--- src/rtl/imem_loader_if.sv ---
// Byte-stream ingress and instruction-memory write port of the loader.
// The master side is the loader; the slave side is the byte source / memory.
interface imem_loader_if;
    logic        s_valid;
    logic [7:0]  s_data;
    logic        s_ready;
    logic        mem_we;
    logic [31:0] mem_addr;
    logic [31:0] mem_wdata;

    modport master (
        input  s_valid, s_data,
        output s_ready, mem_we, mem_addr, mem_wdata
    );

    modport slave (
        output s_valid, s_data,
        input  s_ready, mem_we, mem_addr, mem_wdata
    );
endinterface

--- src/rtl/imem_loader.sv ---
// Boot loader: assembles little-endian bytes into 32-bit words, writes them to
// instruction memory, then releases the core from reset once the image is complete.
module imem_loader #(
    parameter logic [31:0] BASE_ADDR = 32'h8000_0000,
    parameter int unsigned MAX_WORDS = 4096
) (
    input  logic                 clk,
    input  logic                 reset_n,
    input  logic                 start,
    input  logic [15:0]          length,
    imem_loader_if.master        bus,
    output logic                 core_reset_n,
    output logic                 busy,
    output logic                 done,
    output logic                 err
);

    typedef enum logic [1:0] {IDLE, RECV, WRITE, DONE} state_t;

    state_t      state, state_next;
    logic [15:0] len_q;
    logic [15:0] word_idx;
    logic [1:0]  byte_cnt;
    logic [31:0] word_buf;
    logic        err_q;

    logic can_start;
    logic len_ok;
    logic xfer;
    logic last_word;

    assign can_start = (state == IDLE) || (state == DONE);
    assign len_ok    = (length != 16'd0) && ({16'd0, length} <= MAX_WORDS);
    assign xfer      = (state == RECV) && bus.s_valid;
    assign last_word = ((word_idx + 16'd1) == len_q);

    // Address arithmetic wraps at 32 bits by construction.
    assign bus.mem_addr  = BASE_ADDR + {14'd0, word_idx, 2'b00};
    assign bus.mem_wdata = word_buf;
    assign err           = err_q;

    always_ff @(posedge clk) begin
        if (!reset_n) begin
            state <= IDLE;
        end else begin
            state <= state_next;
        end
    end

    // NOTE: every output and next_state gets a default first, so no path through
    // the case statement can leave a signal unassigned and infer a latch.
    always_comb begin
        state_next       = state;
        bus.s_ready      = 1'b0;
        bus.mem_we       = 1'b0;
        busy             = 1'b0;
        done             = 1'b0;
        core_reset_n     = 1'b0;
        case (state)
            IDLE: begin
                if (start) state_next = len_ok ? RECV : IDLE;
            end
            RECV: begin
                bus.s_ready = 1'b1;
                busy        = 1'b1;
                if (xfer && (byte_cnt == 2'd3)) state_next = WRITE;
            end
            WRITE: begin
                bus.mem_we = 1'b1;
                busy       = 1'b1;
                state_next = last_word ? DONE : RECV;
            end
            DONE: begin
                done         = 1'b1;
                core_reset_n = 1'b1;
                if (start) state_next = len_ok ? RECV : IDLE;
            end
            default: state_next = IDLE;
        endcase
    end

    // NOTE: the word buffer is cleared on reset too, so a partial word from an
    // aborted load can never leak into a later write.
    always_ff @(posedge clk) begin
        if (!reset_n) begin
            len_q    <= 16'd0;
            word_idx <= 16'd0;
            byte_cnt <= 2'd0;
            word_buf <= 32'd0;
            err_q    <= 1'b0;
        end else begin
            if (can_start && start) begin
                if (len_ok) begin
                    len_q    <= length;
                    word_idx <= 16'd0;
                    byte_cnt <= 2'd0;
                    err_q    <= 1'b0;
                end else begin
                    err_q <= 1'b1;
                end
            end
            if (xfer) begin
                word_buf[{byte_cnt, 3'b000} +: 8] <= bus.s_data;
                byte_cnt                          <= byte_cnt + 2'd1;
            end
            if ((state == WRITE) && !last_word) begin
                word_idx <= word_idx + 16'd1;
            end
        end
    end

endmodule

--- src/flat_wrapper.sv ---
// flat-port wrapper written by rule: the top's interface ports become plain ports
module imem_loader_flat 
#(
    parameter logic [31:0] BASE_ADDR = 32'h8000_0000,
    parameter int unsigned MAX_WORDS = 4096
)
  (clk, reset_n, start, length, core_reset_n, busy, done, err, bus_s_valid, bus_s_data, bus_s_ready, bus_mem_we, bus_mem_addr, bus_mem_wdata);
  imem_loader_if bus_i ();
  input  logic clk;
  input  logic reset_n;
  input  logic start;
  input  logic [15:0] length;
  output logic core_reset_n;
  output logic busy;
  output logic done;
  output logic err;
  input wire logic [$bits(bus_i.s_valid)-1:0] bus_s_valid;
  input wire logic [$bits(bus_i.s_data)-1:0] bus_s_data;
  output wire logic [$bits(bus_i.s_ready)-1:0] bus_s_ready;
  output wire logic [$bits(bus_i.mem_we)-1:0] bus_mem_we;
  output wire logic [$bits(bus_i.mem_addr)-1:0] bus_mem_addr;
  output wire logic [$bits(bus_i.mem_wdata)-1:0] bus_mem_wdata;
  assign bus_i.s_valid = bus_s_valid;
  assign bus_i.s_data = bus_s_data;
  assign bus_s_ready = bus_i.s_ready;
  assign bus_mem_we = bus_i.mem_we;
  assign bus_mem_addr = bus_i.mem_addr;
  assign bus_mem_wdata = bus_i.mem_wdata;
  imem_loader #(.BASE_ADDR(BASE_ADDR), .MAX_WORDS(MAX_WORDS)) u_core (.clk(clk), .reset_n(reset_n), .start(start), .length(length), .bus(bus_i), .core_reset_n(core_reset_n), .busy(busy), .done(done), .err(err));
endmodule
--- config.mk ---
export PLATFORM = sky130hd
export DESIGN_NAME = imem_loader_flat
export DESIGN_NICKNAME = d
export VERILOG_FILES = /design/src/rtl/imem_loader_if.sv /design/src/rtl/imem_loader.sv /design/src/flat_wrapper.sv
export SDC_FILE = /design/constraint.sdc
export NUM_CORES = 1
export LEC_CHECK = 0
export CAP_MARGIN = 5
export CORE_MARGIN = 1
export CORE_UTILIZATION = 45
export DETAILED_ROUTE_END_ITERATION = 7
export DONT_BUFFER_PORTS = 1
export SLEW_MARGIN = 5
export SYNTH_ARGS = -nofsm -noshare
export SYNTH_HDL_FRONTEND = slang
export SYNTH_SLANG_ARGS = --single-unit
export TNS_END_PERCENT = 5
--- constraint.sdc ---
create_clock -name clk -period 3.15 [get_ports clk]
set_input_delay 0.63 -clock clk [delete_from_list [all_inputs] [get_ports clk]]
set_output_delay 0.63 -clock clk [all_outputs]
set_load 0.02 [all_outputs]
==> reports/results.ini, run 1 <==
[outcome]
outcome = finished, final reports clean

[power]
cellLeakagePower_uw = 0.00146
cellPowerDensity_nw_per_um2 = 437
vdd.ir_drop.worst_mv = 0.244

[worst_setup_path]
crit_start = u_core.word_idx[1]
r2r-start = u_core.word_idx[1]
worst_path_largest_cell_delay_ps = 390
worstPathRequired_ps = 3390
worst_setup_path_end_kind = flip-flop
slowest_stage = sky130_fd_sc_hd__and4b_2
path_max_fanout = 11
path_class = flip-flop to flip-flop
worstPathCellList = ha_1 > nand3_1 > buf_4 > nor4_4 > o21ai_0 > a2111oi_0 > and4b_2 > nor2_1 > a221o_1
critPathArrivalTime_ps = 3080
worst_setup_path_start_kind = flip-flop

[global_routing]
number_of_antenna_violations_at_the_first_check_in_global_routing = 0
grt_pass1_vias = 2832
grt_overflow = 0
largest_net_degree_at_the_start_of_global_routing = 64
grt_use_total = 0.216
grt_first_pass_wirelength_um = 14100

[layout]
finish.net_count = 426
finalCoreUtilization = 0.500
antenna-diode-count = 0
postLayoutCellArea_um2 = 3840
fill_cells = 726
area_growth_syn_to_layout_pct = 7.50
finalNonFillerCells = 496
drive_above_1_share = 0.122

[clock_tree]
clk_latency_ps = 350
cts_max_path_buffers = 2
cts_hold_buf = 0
clock_tree_from_tritoncts = done
cts_setup_buffers = 0
clock_sink_total = 69
cts_buffers = 9
cts.clk_slew.worst_paths_ps = 90
cts_max_level = 3
clock_tree_root = sky130_fd_sc_hd__clkbuf_8
post_cts.resized_instances = 0

[sta]
rsz0062_at_grt = false
tightestPinTransition_ps = 745
finalHoldViolCount = 0
max_freq_mhz = 353
pnr_worst_setup_slack_ps = 314
final.setup.tns_ps = 0
slew_headroom = 0.501
maxSlewViolCount = 0
min_period_ps = 2840
finClkSkew_ps = 10.0
period_share = 0.900
report.final.setup_viol = 0

[synthesis]
yosys.cell_types.count = 56
flop_and_latch_count_out_of_synthesis = 69
asyncSetResetFlopFracSynth = 0
yosysWarningCount = 0
seq_area_frac_synth = 0.387
postSynthCellCount = 384
synth_top_area_cell = sky130_fd_sc_hd__dfxtp_1
synthesis.area_um2 = 3570
synth_top_area_share = 0.387
synth_ff_type = sky130_fd_sc_hd__dfxtp_1
number_of_enable_type_register_cells_in_the_synthesized_netlist = 0
synthTopCellsByArea = sky130_fd_sc_hd__dfxtp_1 39%, sky130_fd_sc_hd__nor2b_1 8.2%, sky130_fd_sc_hd__a22oi_1 6.9%
post_synth.cell_area_avg_um2 = 9.30

[floorplan]
floorplan.die.height_um = 91.1
core_um2 = 7690
start_util = 0.465
number_of_top_level_design_ports = 98
die-width_um = 91.1
number_of_placement_rows = 32
floorplan.die_area_um2 = 8300

[drt]
totalWireLength_um = 8540
drt_first_pass_iters = 4
via_per_inst = 5.62
detailroute.via_count = 2786
wl_per_cell_um = 17.2
final_antenna_net_count = 0
drc_errors = 0
drt-initial-drc-count = 161

[place]
place_hpwl_um = 6210
dp_worst_setup_slack_ps = 218
dp.cells = 480
dpl-instance-area_um2 = 3640
count_of_input_and_output_buffers = 0
gpl.final_weighted_congestion = 0.900

[flow_run]
timing.max_cap.violations = 0

[hold_path]
min-delay-path-class = primary input to flip-flop
holdCritStartpoint = reset_n

[cells in the mapped netlist, types with 3 or more instances]
library cell,instances
sky130_fd_sc_hd__nand3_1,14
sky130_fd_sc_hd__xor2_1,6
sky130_fd_sc_hd__clkbuf_1,10
sky130_fd_sc_hd__a211oi_1,3
sky130_fd_sc_hd__mux2i_1,14
sky130_fd_sc_hd__inv_1,8
sky130_fd_sc_hd__buf_2,3
sky130_fd_sc_hd__dfxtp_1,69
sky130_fd_sc_hd__nor4_1,11
sky130_fd_sc_hd__nand2_1,17
sky130_fd_sc_hd__a21oi_1,6
sky130_fd_sc_hd__nor4b_1,6
sky130_fd_sc_hd__xnor2_1,17
sky130_fd_sc_hd__o21ai_0,6
sky130_fd_sc_hd__buf_4,24
sky130_fd_sc_hd__a21o_1,3
sky130_fd_sc_hd__nand4_1,4
sky130_fd_sc_hd__and3_1,4
sky130_fd_sc_hd__a221o_1,8
sky130_fd_sc_hd__nor2b_1,47
sky130_fd_sc_hd__a22oi_1,33
sky130_fd_sc_hd__ha_1,9
sky130_fd_sc_hd__nor3_1,7
sky130_fd_sc_hd__and2_1,4
sky130_fd_sc_hd__nor2_1,13
[layout make-up]
type	count	area [um2]	area share
clock buffer	9	124	0.0323
timing repair buffer	20	150	0.0391
clock inverter	7	62.6	0.0163
sequential	69	1380	0.360
multi-input combinational	281	1960	0.512
inverter	8	30.0	0.00782
tap	102	128	0.0332
[critical path: cells and delay by family, from the launching register on]
family / cells / cell delay [ps]
AND/OR/NAND/NOR: 4 / 1090
AO/OA/AOI/OAI: 3 / 800
flip-flops: 1 / 350
adder cells (fa/ha/maj): 1 / 270
buffers and inverters: 1 / 230
[registers in the layout (all words and copies together) (netlist names)]
| register | count |
|---|---|
| u_core.byte_cnt | 2 |
| u_core.bus.mem_wdata | 32 |
| u_core.err | 1 |
| u_core.len_q | 16 |
| u_core.word_idx | 16 |
| u_core.state | 2 |
[cells in the final DEF, fill, tap and decap left out, types with 2 or more instances in the layout]
| cell type | instances |
|---|---|
| sky130_fd_sc_hd__inv_1 | 8 |
| sky130_fd_sc_hd__nor2b_1 | 47 |
| sky130_fd_sc_hd__nor2_1 | 13 |
| sky130_fd_sc_hd__a22oi_1 | 33 |
| sky130_fd_sc_hd__nor4b_1 | 6 |
| sky130_fd_sc_hd__a21o_1 | 3 |
| sky130_fd_sc_hd__nor3_1 | 7 |
| sky130_fd_sc_hd__nand2_1 | 17 |
| sky130_fd_sc_hd__inv_6 | 3 |
| sky130_fd_sc_hd__and2_1 | 4 |
| sky130_fd_sc_hd__o21ai_0 | 6 |
| sky130_fd_sc_hd__o21ba_2 | 2 |
| sky130_fd_sc_hd__nor4_1 | 11 |
| sky130_fd_sc_hd__ha_1 | 9 |
| sky130_fd_sc_hd__xor2_1 | 6 |
| sky130_fd_sc_hd__clkbuf_8 | 9 |
| sky130_fd_sc_hd__nand4_1 | 4 |
| sky130_fd_sc_hd__a211oi_1 | 3 |
| sky130_fd_sc_hd__a21oi_1 | 6 |
| sky130_fd_sc_hd__nand4_2 | 2 |
| sky130_fd_sc_hd__mux2i_1 | 14 |
| sky130_fd_sc_hd__nand3_1 | 14 |
| sky130_fd_sc_hd__clkinv_4 | 2 |
| sky130_fd_sc_hd__xnor2_1 | 17 |
| sky130_fd_sc_hd__and3_1 | 4 |
| sky130_fd_sc_hd__a221o_1 | 8 |
| sky130_fd_sc_hd__and4_1 | 2 |
| sky130_fd_sc_hd__dfxtp_1 | 69 |
| sky130_fd_sc_hd__buf_4 | 20 |
| sky130_fd_sc_hd__conb_1 | 16 |
| sky130_fd_sc_hd__a22o_1 | 2 |
[per-layer routing]
layer / wire (um) / global-route usage
met1: 3770 / 0.274
met2: 3890 / 0.336
met3: 741 / 0.0729
met4: 131 / 0.0847
met5: 0 / 0
[where the power goes]
group	switching (uW)	internal [uW]	total, uW
clock network	381	302	683
registers	10.3	880	890
logic	68.7	36.4	105
total	461	1220	1680
[final timing paths]
| kind | end | slack, ps | depth (start not counted) |
|---|---|---|---|
| hold reg to reg | u_core.len_q[15] | 500 | 1 |
| hold / removal | u_core.byte_cnt[0] | 410 | 1 |
| setup / recovery | u_core.word_idx[2] | 310 | 9 |
| setup reg to reg | u_core.word_idx[2] | 310 | 9 |
[logic make-up after synthesis]
kind of cell	synth area share
compound gates	0.161
xor+xnor	0.0564
fa+ha+maj	0.0315
buf+inv	0.0809
flops	0.387
mux	0.0424
other cells	0.00210
simple gates	0.239
[per-stage QoR]
stage / hold WS [ps] / power (uW)
2_1_floorplan: 473 / 1020
4_1_cts: 398 / 1690
6_report: 408 / 1680
3_3_place_gp: 485 / 1010
3_5_place_dp: 486 / 1010
5_1_grt: 402 / 1740
Note: power is estimated with default switching activity, not from simulation.
==> run 2, diff against run 1 <==
==> constraint.sdc (replaced) <==
create_clock -name clk -period 3.15 [get_ports clk]
set_input_delay 0.945 -clock clk [delete_from_list [all_inputs] [get_ports clk]]
set_output_delay 0.945 -clock clk [all_outputs]
set_load 0.05 [all_outputs]
==> reports/results.ini, run 2 (synthesis gave the netlist of run 1 again) <==
[global_routing]
grt_pass1_vias = 2664  ; was 2832
number_of_antenna_violations_at_the_first_check_in_global_routing = 0  ; unchanged
grt_use_total = 0.212  ; was 0.216
grt_overflow = 0  ; unchanged
largest_net_degree_at_the_start_of_global_routing = 64  ; unchanged
grt_first_pass_wirelength_um = 13800  ; was 14100 um

[floorplan]
core_um2 = 7690  ; unchanged
start_util = 0.465  ; unchanged
floorplan.die.height_um = 91.1  ; unchanged
floorplan.die_area_um2 = 8300  ; unchanged
die-width_um = 91.1  ; unchanged
number_of_top_level_design_ports = 98  ; unchanged
number_of_placement_rows = 32  ; unchanged

[sta]
slew_headroom = 0.547  ; was 0.501
rsz0062_at_grt = false  ; unchanged
finClkSkew_ps = 9.64  ; was 10.0 ps
pnr_worst_setup_slack_ps = 366  ; was 314 ps
max_freq_mhz = 359  ; was 353 MHz
report.final.setup_viol = 0  ; unchanged
maxSlewViolCount = 0  ; unchanged
period_share = 0.884  ; was 0.900
hold_ws_ps = 502  ; was 408 ps
min_period_ps = 2780  ; was 2840 ps
final.setup.tns_ps = 0  ; unchanged
tightestPinTransition_ps = 673  ; was 745 ps
finalHoldViolCount = 0  ; unchanged

[clock_tree]
cts.clk_slew.worst_paths_ps = 80  ; was 90 ps
cts_hold_buf = 0  ; unchanged
post_cts.resized_instances = 0  ; unchanged
cts_setup_buffers = 0  ; unchanged
cts_max_level = 3  ; unchanged
cts_max_path_buffers = 2  ; unchanged
clk_latency_ps = 350  ; about the same
cts_buffers = 9  ; unchanged
clock_tree_root = sky130_fd_sc_hd__clkbuf_8  ; unchanged
clock_sink_total = 69  ; unchanged
clock_tree_from_tritoncts = done  ; unchanged

[power]
cellPowerDensity_nw_per_um2 = 442  ; was 437 nW/um2
vdd.ir_drop.worst_mv = 0.305  ; was 0.244 mV
combinationalPowerShare = 0.082  ; was 0.063
switching_share = 0.293  ; was 0.274
p_switching_uw = 506  ; was 461 uW
clock_power_share = 0.400  ; was 0.407
p_int_uw = 1220  ; about the same
seq_power_share = 0.518  ; was 0.530
cellLeakagePower_uw = 0.00150  ; was 0.00146 uW

[layout]
finalCoreUtilization = 0.510  ; was 0.500
layout_commonest_cell = sky130_fd_sc_hd__dfxtp_1  ; unchanged
antenna-diode-count = 0  ; unchanged
largest_register_ffs = 32  ; unchanged
drive_above_1_share = 0.146  ; was 0.122
postLayoutCellArea_um2 = 3920  ; was 3840 um2
combined_area_of_the_multi_input_logic_cells_um2 = 1960  ; about the same
commonest_cells_after_routing_fill_and_taps_aside = 69 x sky130_fd_sc_hd__dfxtp_1, 47 x sky130_fd_sc_hd__nor2b_1, 33 x sky130_fd_sc_hd__a22oi_1  ; unchanged
area_growth_syn_to_layout_pct = 9.67  ; was 7.50%
fill_cells = 746  ; was 726
finish.net_count = 437  ; was 426
ff_latch_area_um2 = 1380  ; unchanged

[drt]
final_antenna_net_count = 0  ; unchanged
drt_first_pass_iters = 7  ; was 4
detailroute.via_count = 2866  ; was 2786
via_per_inst = 5.65  ; was 5.62
wl_per_cell_um = 17.0  ; was 17.2 um
drt-initial-drc-count = 173  ; was 161
totalWireLength_um = 8630  ; was 8540 um
drc_errors = 0  ; unchanged

[place]
gpl.final_weighted_congestion = 0.906  ; was 0.900
place_hpwl_um = 6220  ; was 6210 um
dpl-instance-area_um2 = 3730  ; was 3640 um2
count_of_input_and_output_buffers = 0  ; unchanged
dp_worst_setup_slack_ps = 220  ; was 218 ps

[worst_setup_path]
worstPathCellList = ha_1 > nand3_2 > nor2_1 > xnor2_1 > a2111oi_0 > and4b_1 > nor2_1 > buf_4 > a221o_1  ; was ha_1 > nand3_1 > buf_4 > nor4_4 > o21ai_0 > a2111oi_0 > and4b_2 > nor2_1 > a221o_1
worst_path_largest_cell_delay_ps = 420  ; was 390 ps
worstPathRequired_ps = 3400  ; was 3390 ps
crit_top_cell = sky130_fd_sc_hd__nor2_1
critPathTopFamily = simple AND/OR/NAND/NOR gates  ; unchanged
critical_path_buf_inv_count = 1  ; unchanged
worst_setup_path_end_kind = flip-flop  ; unchanged
critPathArrivalTime_ps = 3030  ; was 3080 ps
path_max_fanout = 11  ; unchanged
path_class = flip-flop to flip-flop  ; unchanged
worst_setup_path_start_kind = flip-flop  ; unchanged
slowest_stage = sky130_fd_sc_hd__dfxtp_1  ; was sky130_fd_sc_hd__and4b_2

[flow_run]
timing.max_cap.violations = 0  ; unchanged

[outcome]
outcome = finished, final reports clean  ; unchanged

[hold_path]
min-delay-path-class = flip-flop to flip-flop  ; was primary input to flip-flop

## run 2: changes by cell type in the layout (fill, tap and decap cells not counted), sizes merged
cell	previous run	this run
inv	12	14
buf	20	31
clkinv	2	0
## run 2: power by group through the flow
stage | Clock, uW | Combinational [uW] | Sequential [uW]
final | 691 | 143 | 896
after global routing | 742 | 152 | 898
after CTS | 710 | 143 | 896
after detailed placement | 0 | 143 | 917
after global placement | 0 | 141 | 917
after floorplan | 0 | 143 | 920
## run 2: worst reg2reg max path: stages, from the launching register on
cell	delay, ps
sky130_fd_sc_hd__dfxtp_1	420
sky130_fd_sc_hd__ha_1	320
sky130_fd_sc_hd__nand3_2	250
sky130_fd_sc_hd__nor2_1	290
sky130_fd_sc_hd__xnor2_1	110
sky130_fd_sc_hd__a2111oi_0	340
sky130_fd_sc_hd__and4b_1	330
sky130_fd_sc_hd__nor2_1	100
sky130_fd_sc_hd__buf_4	190
sky130_fd_sc_hd__a221o_1	330
## run 2: final timing paths
check / startpoint / end / slack [ps] / depth (start not counted)
max: u_core.word_idx[1] / u_core.word_idx[2] / 370 / 9
min reg2reg: u_core.len_q[14] / u_core.len_q[14] / 500 / 1
max reg2reg: u_core.word_idx[1] / u_core.word_idx[2] / 370 / 9
min: u_core.len_q[14] / u_core.len_q[14] / 500 / 1
## run 2: cell type report
class | count | share of cell area
tap | 102 | 0.0326
inverter | 8 | 0.00767
sequential | 69 | 0.353
clock inverter | 7 | 0.0160
multi-input combinational | 281 | 0.500
clock buffer | 9 | 0.0316
timing repair buffer | 31 | 0.0594
## run 2: per-layer routing
layer,routed length (um),track usage,share of wire,vias up
met5,0,0,0,-
met3,745,0.0670,0.086,14
met1,3870,0.287,0.45,1337
met4,195,0.0873,0.023,0
li1,-,-,-,1397
met2,3820,0.311,0.44,118
## run 2: stage by stage
step                      power [uW]  instances
after floorplan                 1060        398
after global placement          1060        491
after detailed placement        1060        491
after CTS                       1750        507
after global routing            1790        507
final                           1730        507
==> RTL change (settings of run 1) <==
`MAX_WORDS` is set to 4096 in 2 places; all go to 3072.
--- a/src/rtl/imem_loader.sv
+++ b/src/rtl/imem_loader.sv
@@ -3,5 +3,5 @@
 module imem_loader #(
     parameter logic [31:0] BASE_ADDR = 32'h8000_0000,
-    parameter int unsigned MAX_WORDS = 4096
+    parameter int unsigned MAX_WORDS = 3072
 ) (
     input  logic                 clk,
--- a/src/flat_wrapper.sv
+++ b/src/flat_wrapper.sv
@@ -3,5 +3,5 @@
 #(
     parameter logic [31:0] BASE_ADDR = 32'h8000_0000,
-    parameter int unsigned MAX_WORDS = 4096
+    parameter int unsigned MAX_WORDS = 3072
 )
   (clk, reset_n, start, length, core_reset_n, busy, done, err, bus_s_valid, bus_s_data, bus_s_ready, bus_mem_we, bus_mem_addr, bus_mem_wdata);
Behaviour: not the same (a bounded check fails within 4 cycles, from zero or initial values and one cycle with reset_n low).
==> RTL change against run 1 <==
- core utilization is 0.29 points higher
- wire length is 4.5% higher
- final area is 1.1% higher
- critical path type unchanged
- sequential cell count stayed put
- setup slack worse by 0.023 ns
- critical endpoint unchanged
- global-route usage is 0.71 points higher
- synthesized area is 0.21% higher
Power is not compared: it rests on default switching activity, and its combinational part moved more than twofold at a synthesized area within 25%.
==> RTL change: results (changes against run 1) <==
Min-Delay Path Depth 2 (+1); global-route track usage on met2 31.8% (-1.8 points); worst-case hold slack 0.419 ns (+0.0108 ns); net total in the final layout 466 (+9.4%); routability-driven placement congestion ratio 0.861 (-4.4%); maximum number of pins on one net before global-route repair 48 (-25%); outcome completed; Distinct cells, synth 53 (-5.4%); sink of the worst hold path u_core.len_q[11]$_SDFFE_PN0P_; met1 capacity usage during global routing 30.9% (+3.5 points); number of global-route vias before repair 2,772 (-2.1%); met2 routed WL 3.94 mm (+1.2%); first-iteration detailed-routing DRC count 183 (+14%); cell with the largest stage delay on the worst path sky130_fd_sc_hd__or2_1; actual transition at the worst max-transition pin 0.686 ns (-0.0594 ns); main area contributors after synthesis sky130_fd_sc_hd__dfxtp_1, sky130_fd_sc_hd__nor2_1, sky130_fd_sc_hd__a22oi_1; GRT Util Overall 22.3% (+0.71 points); clock skew after layout 0.0115 ns (+0.00147 ns); global-route track usage on met3 6.20% (-1.1 points); mean number of vias per cell 5.61 (about the same); critical path peak fanout 11 (unchanged); sequential-to-total area share from yosys stat 38.6% (-0.081 points); global-route wire length before repair 14.4 mm (+2.5%); arrival time of the worst setup path 3.14 ns (+0.06 ns); R2R Setup Slk 0.29 ns (-0.02 ns); most common library cells after synthesis sky130_fd_sc_hd__dfxtp_1, sky130_fd_sc_hd__nor2_1, sky130_fd_sc_hd__a22oi_1, sky130_fd_sc_hd__buf_4, sky130_fd_sc_hd__inv_1; startpoint of the most critical hold path length[11]; DP Wirelength 6.50 mm (+4.6%); Final Routed Wirelength 8.92 mm (+4.5%)
[RTL change: cell count changes in the layout (fill, tap and decap cells not counted), moves of 9 or more]
cell                             run 1  this run
sky130_fd_sc_hd__nor2b_1            47         3
sky130_fd_sc_hd__nor2_1             13        66
sky130_fd_sc_hd__o21ai_2             0        10
sky130_fd_sc_hd__xnor2_1            17         8
sky130_fd_sc_hd__o21ai_0             6        15
sky130_fd_sc_hd__inv_1               8        19
[RTL change: final cells by class]
cell class	count	area share, %
multi-input combinational	307	50.2
sequential	69	35.6
timing repair buffer	22	4.25
tap	102	3.29
clock buffer	9	3.19
inverter	19	1.84
clock inverter	7	1.68
[RTL change: worst max-delay path by stage]
stage | startpoint | to | cells past startpoint
5_1_grt | u_core.word_idx[0]$_SDFFE_PN0P_ | u_core.word_idx[2]$_SDFFE_PN0P_ | 8
3_3_place_gp | length[4] | u_core.word_idx[2]$_SDFFE_PN0P_ | 8
3_5_place_dp | length[4] | u_core.word_idx[2]$_SDFFE_PN0P_ | 8
4_1_cts | u_core.word_idx[1]$_SDFFE_PN0P_ | u_core.word_idx[2]$_SDFFE_PN0P_ | 8
2_1_floorplan | u_core.word_idx[6]$_SDFFE_PN0P_ | u_core.word_idx[12]$_SDFFE_PN0P_ | 10
6_report | u_core.word_idx[1]$_SDFFE_PN0P_ | u_core.word_idx[2]$_SDFFE_PN0P_ | 8
[RTL change: cells by family (layout without fill, tap and decap cells)]
| group | after synthesis | in the layout | synth area share [%] |
|---|---|---|---|
| xor gates and xnor gates | 18 | 18 | 4.61 |
| other | 2 | 16 | 0.210 |
| muxes | 13 | 13 | 3.67 |
| DFF | 69 | 69 | 38.6 |
| and+or+nand+nor | 154 | 154 | 21.7 |
| buffers and inverters | 55 | 57 | 8.46 |
| adders and majority gates | 10 | 10 | 3.50 |
| AOI/OAI and AO/OA | 96 | 96 | 19.3 |
[RTL change: report_power, final]
part	total, mW	internal, mW	switching (mW)
combinational	0.413	0.130	0.283
clock	0.703	0.306	0.397
sequential	0.945	0.904	0.0410
total	2.06	1.34	0.721
[RTL change: worst register-to-register path, cell delays in order (launching register included)]
cell and delay [ns]:
sky130_fd_sc_hd__dfxtp_1 0.33, sky130_fd_sc_hd__ha_1 0.41, sky130_fd_sc_hd__a211oi_1 0.14, sky130_fd_sc_hd__a2111oi_1 0.41, sky130_fd_sc_hd__nand4_1 0.20, sky130_fd_sc_hd__nor4_2 0.44, sky130_fd_sc_hd__a21oi_2 0.15, sky130_fd_sc_hd__or2_1 0.50
sky130_fd_sc_hd__o21ai_1 0.22
[RTL change: stage by stage]
step	instance area [sq um]	setup slack, ns	instances
floorplan	3630	0.330	431
global placement	3690	0.235	519
detailed placement	3690	0.207	519
CTS	3880	0.297	535
global route	3880	0.0437	535
finish	3880	0.291	535
